===== config.mk =====
export PLATFORM = sky130hd
export DESIGN_NAME = ofdm_subcarrier_scheduler_flat
export DESIGN_NICKNAME = d
export VERILOG_FILES = /design/src/rtl/ofdm_subcarrier_scheduler_if.sv /design/src/rtl/ofdm_subcarrier_scheduler.sv /design/src/flat_wrapper.sv
export SDC_FILE = /design/constraint.sdc
export NUM_CORES = 1
export LEC_CHECK = 0
export CORE_ASPECT_RATIO = 1.4
export CORE_UTILIZATION = 30
export CTS_CLUSTER_DIAMETER = 30
export DETAILED_ROUTE_END_ITERATION = 10
export PLACE_DENSITY_LB_ADDON = 0.1
export SYNTH_ARGS = -nofsm -noshare
export SYNTH_HDL_FRONTEND = slang
export SYNTH_SLANG_ARGS = --single-unit

===== constraint.sdc =====
create_clock -name clk -period 2.15 [get_ports clk]
set_input_delay 0.3225 -clock clk [delete_from_list [all_inputs] [get_ports clk]]
set_output_delay 0.3225 -clock clk [all_outputs]
set_load 0.02 [all_outputs]

===== src/rtl/ofdm_subcarrier_scheduler_if.sv =====
// Stream bundle around the subcarrier scheduler: QAM symbol input and subcarrier beat output.
// master = scheduler side, slave = the surrounding source/sink.
interface ofdm_subcarrier_scheduler_if #(
   parameter int unsigned IDX_W = 6
);
   logic [5:0]       qam_symbol;
   logic             qam_symbol_valid;
   logic             qam_symbol_ready;
   logic [5:0]       sc_symbol;
   logic [1:0]       sc_type;
   logic [IDX_W-1:0] sc_index;
   logic             sc_first;
   logic             sc_last;
   logic             sc_valid;
   logic             sc_ready;

   modport master (
      input  qam_symbol, qam_symbol_valid, sc_ready,
      output qam_symbol_ready, sc_symbol, sc_type, sc_index, sc_first, sc_last, sc_valid
   );

   modport slave (
      output qam_symbol, qam_symbol_valid, sc_ready,
      input  qam_symbol_ready, sc_symbol, sc_type, sc_index, sc_first, sc_last, sc_valid
   );
endinterface


===== src/rtl/ofdm_subcarrier_scheduler.sv =====
// Maps a QAM symbol stream onto OFDM subcarrier slots (null / pilot / data) for a burst
// of num_symbols OFDM symbols, with ready/valid flow control on input and output.
module ofdm_subcarrier_scheduler #(
   parameter int unsigned NFFT         = 64,
   parameter int unsigned NUSED_HALF   = 26,
   parameter int unsigned PILOT_STEP   = 8,
   parameter int unsigned PILOT_OFFSET = 7,
   parameter logic [5:0]  PILOT_SYM    = 6'h00,
   parameter int unsigned NSYM_W       = 8
) (
   input  logic                   clk,
   input  logic                   reset_n,
   input  logic                   start,
   input  logic                   abort,
   input  logic [NSYM_W-1:0]      num_symbols,
   output logic                   busy,
   output logic                   done,
   ofdm_subcarrier_scheduler_if.master bus
);

   localparam int unsigned KW = $clog2(NFFT);

   localparam logic [KW-1:0] L_K_LAST   = KW'(NFFT - 1);
   localparam logic [KW-1:0] L_USED_LO  = KW'(NUSED_HALF);
   localparam logic [KW-1:0] L_USED_HI  = KW'(NFFT - NUSED_HALF);
   localparam logic [KW-1:0] L_P_MASK   = KW'(PILOT_STEP - 1);
   localparam logic [KW-1:0] L_P_OFFSET = KW'(PILOT_OFFSET);

   localparam logic [1:0] L_T_NULL  = 2'b00;
   localparam logic [1:0] L_T_DATA  = 2'b01;
   localparam logic [1:0] L_T_PILOT = 2'b10;

   typedef enum logic [1:0] {S_IDLE, S_RUN, S_DRAIN} state_t;

   state_t            r_state;
   logic [KW-1:0]     r_k;
   logic [NSYM_W-1:0] r_sym_cnt;
   logic [NSYM_W-1:0] r_nsym;
   logic [5:0]        r_sc_symbol;
   logic [1:0]        r_sc_type;
   logic [KW-1:0]     r_sc_index;
   logic              r_sc_first;
   logic              r_sc_last;
   logic              r_sc_valid;
   logic              r_done;

   logic              w_null;
   logic              w_pilot;
   logic              w_data;
   logic              w_adv;
   logic              w_last_sym;
   logic [5:0]        w_pilot_sym;

   // Slot classification on the current subcarrier index.
   assign w_null      = (r_k == '0) || ((r_k > L_USED_LO) && (r_k < L_USED_HI));
   assign w_pilot     = !w_null && ((r_k & L_P_MASK) == L_P_OFFSET);
   assign w_data      = !w_null && !w_pilot;
   assign w_pilot_sym = r_sym_cnt[0] ? ~PILOT_SYM : PILOT_SYM;
   assign w_last_sym  = (r_sym_cnt == (r_nsym - NSYM_W'(1)));

   // Output slot may load when it is empty or being drained, and a data slot has input.
   assign w_adv = (r_state == S_RUN) && !abort
                  && (!r_sc_valid || bus.sc_ready)
                  && (!w_data || bus.qam_symbol_valid);

   assign bus.qam_symbol_ready = w_adv && w_data;
   assign bus.sc_symbol        = r_sc_symbol;
   assign bus.sc_type          = r_sc_type;
   assign bus.sc_index         = r_sc_index;
   assign bus.sc_first         = r_sc_first;
   assign bus.sc_last          = r_sc_last;
   assign bus.sc_valid         = r_sc_valid;
   assign busy                 = (r_state != S_IDLE);
   assign done                 = r_done;

   always_ff @(posedge clk or negedge reset_n) begin
      if (!reset_n) begin
         r_state     <= S_IDLE;
         r_k         <= '0;
         r_sym_cnt   <= '0;
         r_nsym      <= '0;
         r_sc_symbol <= '0;
         r_sc_type   <= L_T_NULL;
         r_sc_index  <= '0;
         r_sc_first  <= 1'b0;
         r_sc_last   <= 1'b0;
         r_sc_valid  <= 1'b0;
         r_done      <= 1'b0;
      end else if (abort) begin
         r_state    <= S_IDLE;
         r_k        <= '0;
         r_sym_cnt  <= '0;
         r_sc_valid <= 1'b0;
         r_done     <= 1'b0;
      end else begin
         r_done <= 1'b0;
         case (r_state)
            S_IDLE: begin
               if (start && (num_symbols != '0)) begin
                  r_state   <= S_RUN;
                  r_nsym    <= num_symbols;
                  r_k       <= '0;
                  r_sym_cnt <= '0;
               end
            end
            S_RUN: begin
               if (w_adv) begin
                  r_sc_valid <= 1'b1;
                  r_sc_index <= r_k;
                  r_sc_first <= (r_k == '0);
                  r_sc_last  <= (r_k == L_K_LAST);
                  if (w_null) begin
                     r_sc_type   <= L_T_NULL;
                     r_sc_symbol <= '0;
                  end else if (w_pilot) begin
                     r_sc_type   <= L_T_PILOT;
                     r_sc_symbol <= w_pilot_sym;
                  end else begin
                     r_sc_type   <= L_T_DATA;
                     r_sc_symbol <= bus.qam_symbol;
                  end
                  r_k <= r_k + KW'(1);
                  if (r_k == L_K_LAST) begin
                     r_sym_cnt <= r_sym_cnt + NSYM_W'(1);
                     if (w_last_sym) begin
                        r_state <= S_DRAIN;
                     end
                  end
               end else if (bus.sc_ready) begin
                  r_sc_valid <= 1'b0;
               end
            end
            S_DRAIN: begin
               if (r_sc_valid && bus.sc_ready) begin
                  r_sc_valid <= 1'b0;
                  r_done     <= 1'b1;
                  r_state    <= S_IDLE;
                  r_k        <= '0;
                  r_sym_cnt  <= '0;
               end
            end
            default: begin
               r_state <= S_IDLE;
            end
         endcase
      end
   end

endmodule


===== src/flat_wrapper.sv =====
// flat-port wrapper written by rule: the top's interface ports become plain ports
module ofdm_subcarrier_scheduler_flat 
#(
   parameter int unsigned NFFT         = 64,
   parameter int unsigned NUSED_HALF   = 26,
   parameter int unsigned PILOT_STEP   = 8,
   parameter int unsigned PILOT_OFFSET = 7,
   parameter logic [5:0]  PILOT_SYM    = 6'h00,
   parameter int unsigned NSYM_W       = 8
)
  (clk, reset_n, start, abort, num_symbols, busy, done, bus_qam_symbol, bus_qam_symbol_valid, bus_sc_ready, bus_qam_symbol_ready, bus_sc_symbol, bus_sc_type, bus_sc_index, bus_sc_first, bus_sc_last, bus_sc_valid);
  ofdm_subcarrier_scheduler_if #(.IDX_W((6))) bus_i ();
  input  logic clk;
  input  logic reset_n;
  input  logic start;
  input  logic abort;
  input  logic [NSYM_W-1:0] num_symbols;
  output logic busy;
  output logic done;
  input wire logic [$bits(bus_i.qam_symbol)-1:0] bus_qam_symbol;
  input wire logic [$bits(bus_i.qam_symbol_valid)-1:0] bus_qam_symbol_valid;
  input wire logic [$bits(bus_i.sc_ready)-1:0] bus_sc_ready;
  output wire logic [$bits(bus_i.qam_symbol_ready)-1:0] bus_qam_symbol_ready;
  output wire logic [$bits(bus_i.sc_symbol)-1:0] bus_sc_symbol;
  output wire logic [$bits(bus_i.sc_type)-1:0] bus_sc_type;
  output wire logic [$bits(bus_i.sc_index)-1:0] bus_sc_index;
  output wire logic [$bits(bus_i.sc_first)-1:0] bus_sc_first;
  output wire logic [$bits(bus_i.sc_last)-1:0] bus_sc_last;
  output wire logic [$bits(bus_i.sc_valid)-1:0] bus_sc_valid;
  assign bus_i.qam_symbol = bus_qam_symbol;
  assign bus_i.qam_symbol_valid = bus_qam_symbol_valid;
  assign bus_i.sc_ready = bus_sc_ready;
  assign bus_qam_symbol_ready = bus_i.qam_symbol_ready;
  assign bus_sc_symbol = bus_i.sc_symbol;
  assign bus_sc_type = bus_i.sc_type;
  assign bus_sc_index = bus_i.sc_index;
  assign bus_sc_first = bus_i.sc_first;
  assign bus_sc_last = bus_i.sc_last;
  assign bus_sc_valid = bus_i.sc_valid;
  ofdm_subcarrier_scheduler #(.NFFT(NFFT), .NUSED_HALF(NUSED_HALF), .PILOT_STEP(PILOT_STEP), .PILOT_OFFSET(PILOT_OFFSET), .PILOT_SYM(PILOT_SYM), .NSYM_W(NSYM_W)) u_core (.clk(clk), .reset_n(reset_n), .start(start), .abort(abort), .num_symbols(num_symbols), .busy(busy), .done(done), .bus(bus_i));
endmodule

# Yosys cells after proc, flatten, opt, wreduce, memory -nomap -nowiden
# Index checks and enable logic that the tools add are counted.
# totals
elab_cells	88
register_bits	42
# op_classes
n_eq_ne	11
addsub	3
n_mux	31
n_lt_le_gt_ge	2
bitwise	1
n_reduce_logical	29
# op_table
op	n
$mux W6	7
$mux W8	5
$pmux W8 S3	1
$pmux W6 S3	1
$mux W2	8
$ne A3 B2 Y1 const B	4
$reduce_and A5 Y1	2
$logic_and A1 B1 Y1	9
$reduce_and A3 Y1	3
$add A8 B1 Y8 const B	1
$eq A8 B8 Y1	1
$reduce_bool A8 Y1	1
$sub A8 B1 Y8 const B	1
$mux W1	7
$add A6 B1 Y6 const B	1
$eq A6 B6 Y1 const B	1
$gt A6 B5 Y1 const B	1
$logic_not A6 Y1	1
$lt A6 B6 Y1 const B	1
$pmux W2 S3	1
$logic_not A1 Y1	5
$ne A4 B3 Y1 const B	1
$reduce_and A4 Y1	1
$reduce_bool A4 Y1	1
other kinds (10)	12

# Logic depth before layout (Yosys ltp)
# depth
ltp_word	13
depth_mapped	10
mapped_depth_nobuf	8

# Least setup slack after synthesis
# No wires, ideal clock.
# synth_timing
path_kind	register -> output
start	register u_core.r_k[0]
end	output port bus_qam_symbol_ready
required_ns	1.827
path_buffers	1
t_arrival_ns	2.036
path_stages_with_launch	9
path_slack_ns	-0.208
cell_sequence	dfrtp_1 -> inv_1 -> ha_1 -> nor2b_1 -> o21bai_4 -> o211ai_4 -> o21ai_0 -> clkbuf_1 -> nor3_1
# synth_between
elab_chain_cells	11
elab_cells_between_ends	14
# synth_rtl
item	line	source
from (decl)	ofdm_subcarrier_scheduler.sv:36	logic [KW-1:0] r_k;
from (signal assigned)	ofdm_subcarrier_scheduler.sv:122	r_k <= r_k + KW'(1);
$gt A6 B5 Y1 or $lt A6 B6 Y1 (tied branches)	ofdm_subcarrier_scheduler.sv:55	assign w_null = (r_k == '0) || ((r_k > L_USED_LO) && (r_k < L_USED_HI));
$logic_and A1 B1 Y1	ofdm_subcarrier_scheduler.sv:55	
$logic_or A1 B1 Y1	ofdm_subcarrier_scheduler.sv:55	
$logic_not A1 Y1	ofdm_subcarrier_scheduler.sv:56, ofdm_subcarrier_scheduler.sv:57	
$logic_and A1 B1 Y1	ofdm_subcarrier_scheduler.sv:56	assign w_pilot = !w_null && ((r_k & L_P_MASK) == L_P_OFFSET);
$logic_not A1 Y1	ofdm_subcarrier_scheduler.sv:57	assign w_data = !w_null && !w_pilot;
$logic_and A1 B1 Y1 *	ofdm_subcarrier_scheduler.sv:57	
$logic_not A1 Y1	ofdm_subcarrier_scheduler.sv:64	&& (!w_data || bus.qam_symbol_valid);
$logic_or A1 B1 Y1	ofdm_subcarrier_scheduler.sv:64	
$logic_and A1 B1 Y1	ofdm_subcarrier_scheduler.sv:64	
$logic_and A1 B1 Y1 *	ofdm_subcarrier_scheduler.sv:66	assign bus.qam_symbol_ready = w_adv && w_data;
to (decl)	flat_wrapper.sv:23	output wire logic [$bits(bus_i.qam_symbol_ready)-1:0] bus_qam_symbol_ready;
# Mark *: on every way between the ends. The rest lies on a longest branch, timed or not.

# Worst setup path after layout
# Ends and elaborated chain as after synthesis.

==> metrics.log <==
[metrics] average instance area after synthesis: 9.87 um^2
[metrics] worst min-delay path category: in -> async
[metrics] count of nets left with antenna violations after detail routing: 0
[metrics] post-detail-place hpwl: 4480 um
[metrics] Max Freq: 455 MHz
[metrics] EDFF count, synth: 0
[metrics] outcome: finished, violations left
[metrics] grt met3 use: 2.76%
[metrics] top cell type's share of synthesized area: 42.8%
[metrics] FF+latch count, synth: 42
[metrics] clock input transition at the sequential cells of the worst setup and hold paths: 90 ps
[metrics] GRT met1 Usage: 17.9%
[metrics] Post-Synthesis Cells: 249
[metrics] final wirelength: 5950 um
[metrics] Initial DRT Pass Iterations: 4
[metrics] H-tree Lvls: 2
[metrics] slack of the worst reg-to-reg path: 70 ps
[metrics] clock sink count: 42
[metrics] Crit path required time: 1830 ps
[metrics] main area contributors after synthesis: dfrtp_1 43%, mux2_2 6.0%, ha_1 5.1%, nand2_1 2.9%, xnor2_1 2.9%
[metrics] most common flop cell mapped by yosys: dfrtp_1
[metrics] count of input and output buffers: 39
[metrics] number of core rows: 38
[metrics] standard cell area after detailed placement: 3290 um^2
[metrics] number of nets at the end of the flow: 361
[metrics] critical path endpoint category: primary output
[metrics] vias in the first global route: 2190
[metrics] insertion delay to the later sink of the worst-skew pair: 300 ps
[metrics] core outline area: 7850 um^2
[metrics] number of buffers on the longest clock path: 2
[metrics] least setup slack across all paths after layout: -46.7 ps
[metrics] final standard cell count with taps included and fillers excluded: 432
[metrics] total instance count after detailed placement: 422
[metrics] simple-gate area share of the yosys netlist: 16.2%
[metrics] largest family of logic cells by synthesized area: compound AO/OA/AOI/OAI gates
[metrics] violations in the final reports: setup timing
[metrics] CTS tree: done
[metrics] number of design-rule violations left by the first detailed-router iteration: 92
[metrics] Slew @ Worst Pin: 575 ps
[metrics] start point of the critical path: u_core.r_k[0]
[metrics] max-slew headroom at the worst pin: 61.7%
[metrics] area share of fa/ha/maj cells after synthesis: 5.09%
[metrics] synthesized-area fraction occupied by ao, oa, aoi and oai cells: 20.8%
[metrics] net count after synthesis: 279
[metrics] cell type with the largest total area after synthesis: dfrtp_1
[metrics] final design area excluding fillers: 3500 um^2
[metrics] Gate power share: 49.6%
[metrics] fraction of synthesized area in multiplexers: 7.59%
[metrics] post-synthesis instance area: 2460 um^2
[metrics] Setup violations, final: 1
[metrics] Initial Util: 31.3%
[metrics] total of hold buffers inserted after clock tree synthesis: 0
[metrics] Arr. time, crit path: 1870 ps
[metrics] Max VDD drop: 0.000554 V
[metrics] root cell of the clock tree: clkbuf_8
[metrics] Die Wd: 78.5 um
[metrics] setup repair after global routing missed its margin: yes
[metrics] asr flop ratio synth: 100%
[metrics] worst reg2reg path startpoint: u_core.r_k[0]
[metrics] sw frac: 36.2%
[metrics] post-route clock skew: 4.10 ps
[metrics] number of antenna cells inserted: 0
[metrics] routing usage on met2: 28.7%
[metrics] die area: 8560 um^2
[metrics] minimum clock period after layout: 2200 ps
[metrics] max_cap viols: 0
[metrics] routed wirelength normalized by instance count: 13.8 um
[metrics] Distinct cells, synth: 52
[metrics] vertical die dimension: 109 um
[metrics] drc violations: 0
[metrics] maximum net fanout on the critical path: 3
[metrics] sequential share of power: 30.0%
[metrics] initial antenna violation count: 0
[metrics] gpl congestion: 0.800
[metrics] power density normalized to cell area: 1080 nW/um^2
[metrics] classification of the worst setup path: reg -> out
[metrics] total clock buffers created by CTS: 5
[metrics] category of the worst setup path launch point: flip-flop
[metrics] count of yosys warnings during synthesis: 0
[metrics] critical register-to-register path endpoint: u_core.r_k[0]
[metrics] share of the yosys chip area belonging to registers: 42.8%
[metrics] layout cell share with drive strength beyond 1: 28.0%
[metrics] Overflow after GRT: 0
[metrics] vias per cell: 5.00
[metrics] final period utilization: 102%
[metrics] fraction of synthesized cell area in xor and xnor cells: 3.21%
[metrics] Area Overhead vs Synth: 42.3%
[metrics] All-Layer GR Usage: 15.5%
[metrics] end of the critical path: bus_qam_symbol_ready
[metrics] number of cells on the worst reg-to-reg path: 8
[metrics] count of endpoints failing hold in the final timing report: 0
[metrics] Clk pwr share: 20.4%
[metrics] leakage component of the power: 0.00148 uW
[metrics] number of max-slew violations in the final report: 0
[metrics] layer with the highest usage after global routing: met2
[metrics] pin count of the biggest net entering global routing: 43
[metrics] NetSw: 1370 uW
[metrics] Int Power: 2420 uW
[metrics] I/O pin cnt: 40
[metrics] wire length of the first global-routing pass: 10400 um
[metrics] routed vias: 2160
-- how the worst min path moves through the flow --
| stage | start | slack [ps] | depth (start not counted) | to |
|---|---|---|---|---|
| floorplan | reset_n | 30 | 0 | u_core.bus.sc_first |
| global route | reset_n | 130 | 2 | u_core.bus.sc_index[3] |
| global placement | reset_n | 450 | 2 | u_core.bus.sc_index[0] |
| detailed placement | reset_n | 450 | 2 | u_core.bus.sc_index[0] |
| CTS | reset_n | 120 | 2 | u_core.bus.sc_index[0] |
| finish | reset_n | 70 | 2 | u_core.bus.sc_index[5] |
-- cell usage in the layout (no fill, tap or decap), types with 3 or more instances in the layout --
cell type,synthesis,routed
nand2b_1,4,4
a211oi_1,3,3
ha_1,10,7
mux2_2,13,13
inv_1,17,16
o31ai_1,6,6
a22o_1,4,4
nand3b_1,3,3
nor3_1,7,6
o2111ai_1,3,3
nor4_1,3,3
a31oi_1,4,4
dfrtp_1,42,40
xnor2_1,8,8
nor2_1,15,14
a21oi_1,12,11
clkdlybuf4s50_1,0,37
mux2i_1,4,4
clkbuf_8,0,5
o211ai_1,8,8
buf_4,0,43
nand3_1,12,12
nand2_1,19,19
o21ai_0,10,9
-- sequential cells by signal, summed over array words and instances, names as in the netlist --
signal	cells
u_core.bus.sc_symbol	6
u_core.bus.sc_valid	1
u_core.r_sym_cnt	8
u_core.r_nsym	8
u_core.bus.sc_first	1
u_core.bus.sc_type	2
u_core.r_k	6
u_core.bus.sc_index	6
u_core.bus.sc_last	1
u_core.r_state	2
u_core.done	1
-- area by class of cell --
type,count,area (um^2)
Fill cell,797,4350
Clock buffer,5,68.8
Multi-Input combinational cell,180,1360
Tap cell,100,125
Timing Repair Buffer,85,761
Clock inverter,3,68.8
Inverter,17,63.8
Sequential cell,42,1050
-- critical path, stage by stage, from the launching register on --
cell,delay [ps]
dfrtp_1,410
buf_4,140
ha_2,180
ha_2,180
or2_4,260
o21ai_2,180
nor3_2,80
buf_4,160
-- Yosys cell counts, drive strengths merged (6+ instances only) --
cell,instances
nor3,7
o21ai,10
nand2,20
mux2,13
a21oi,12
nor2,15
xnor2,8
ha,10
o211ai,10
clkbuf,6
o31ai,6
inv,17
nand3,12
dfrtp,42
-- power by group through the flow --
stage               clock network [uW]  registers [uW]  logic [uW]
floorplan                            0            1240         910
global placement                     0            1150        1810
detailed placement                   0            1150        1830
CTS                                795            1140        1840
global route                       830            1170        2080
finish                             772            1140        1880
-- through the flow --
stage	hold WS, ps	TNS (ps)	utilization, %	total power [uW]	worst slack, ps
2_1_floorplan	26.9	0	-	2150	7.94
3_3_place_gp	446	-2010	41.9	2960	-247
3_5_place_dp	448	-2380	41.9	2980	-252
4_1_cts	119	-75.7	43.8	3770	-33.7
5_1_grt	135	-396	44.6	4080	-126
6_report	71.3	-46.7	44.6	3790	-46.7
-- layer usage --
layer | wire (um) | part of all wire [%]
met1 | 2620 | 44
met2 | 3050 | 51
met3 | 203 | 3.4
met4 | 78 | 1.3
met5 | 0 | 0
-- timing repair --
action	CTS	global route
setup buffers	0	2
gates resized for setup	8	15
pin swaps	1	6
setup endpoints to repair	13	22
cloned	0	0
-- cell families after synthesis --
| family | count (synthesis) |
|---|---|
| AND/OR/NAND/NOR | 79 |
| multiplexers | 17 |
| XOR/XNOR | 9 |
| adder cells (fa/ha/maj) | 10 |
| AO/OA/AOI/OAI | 65 |
| buffers and inverters | 27 |
| flip-flops | 42 |
(Power assumes the default switching activity.)
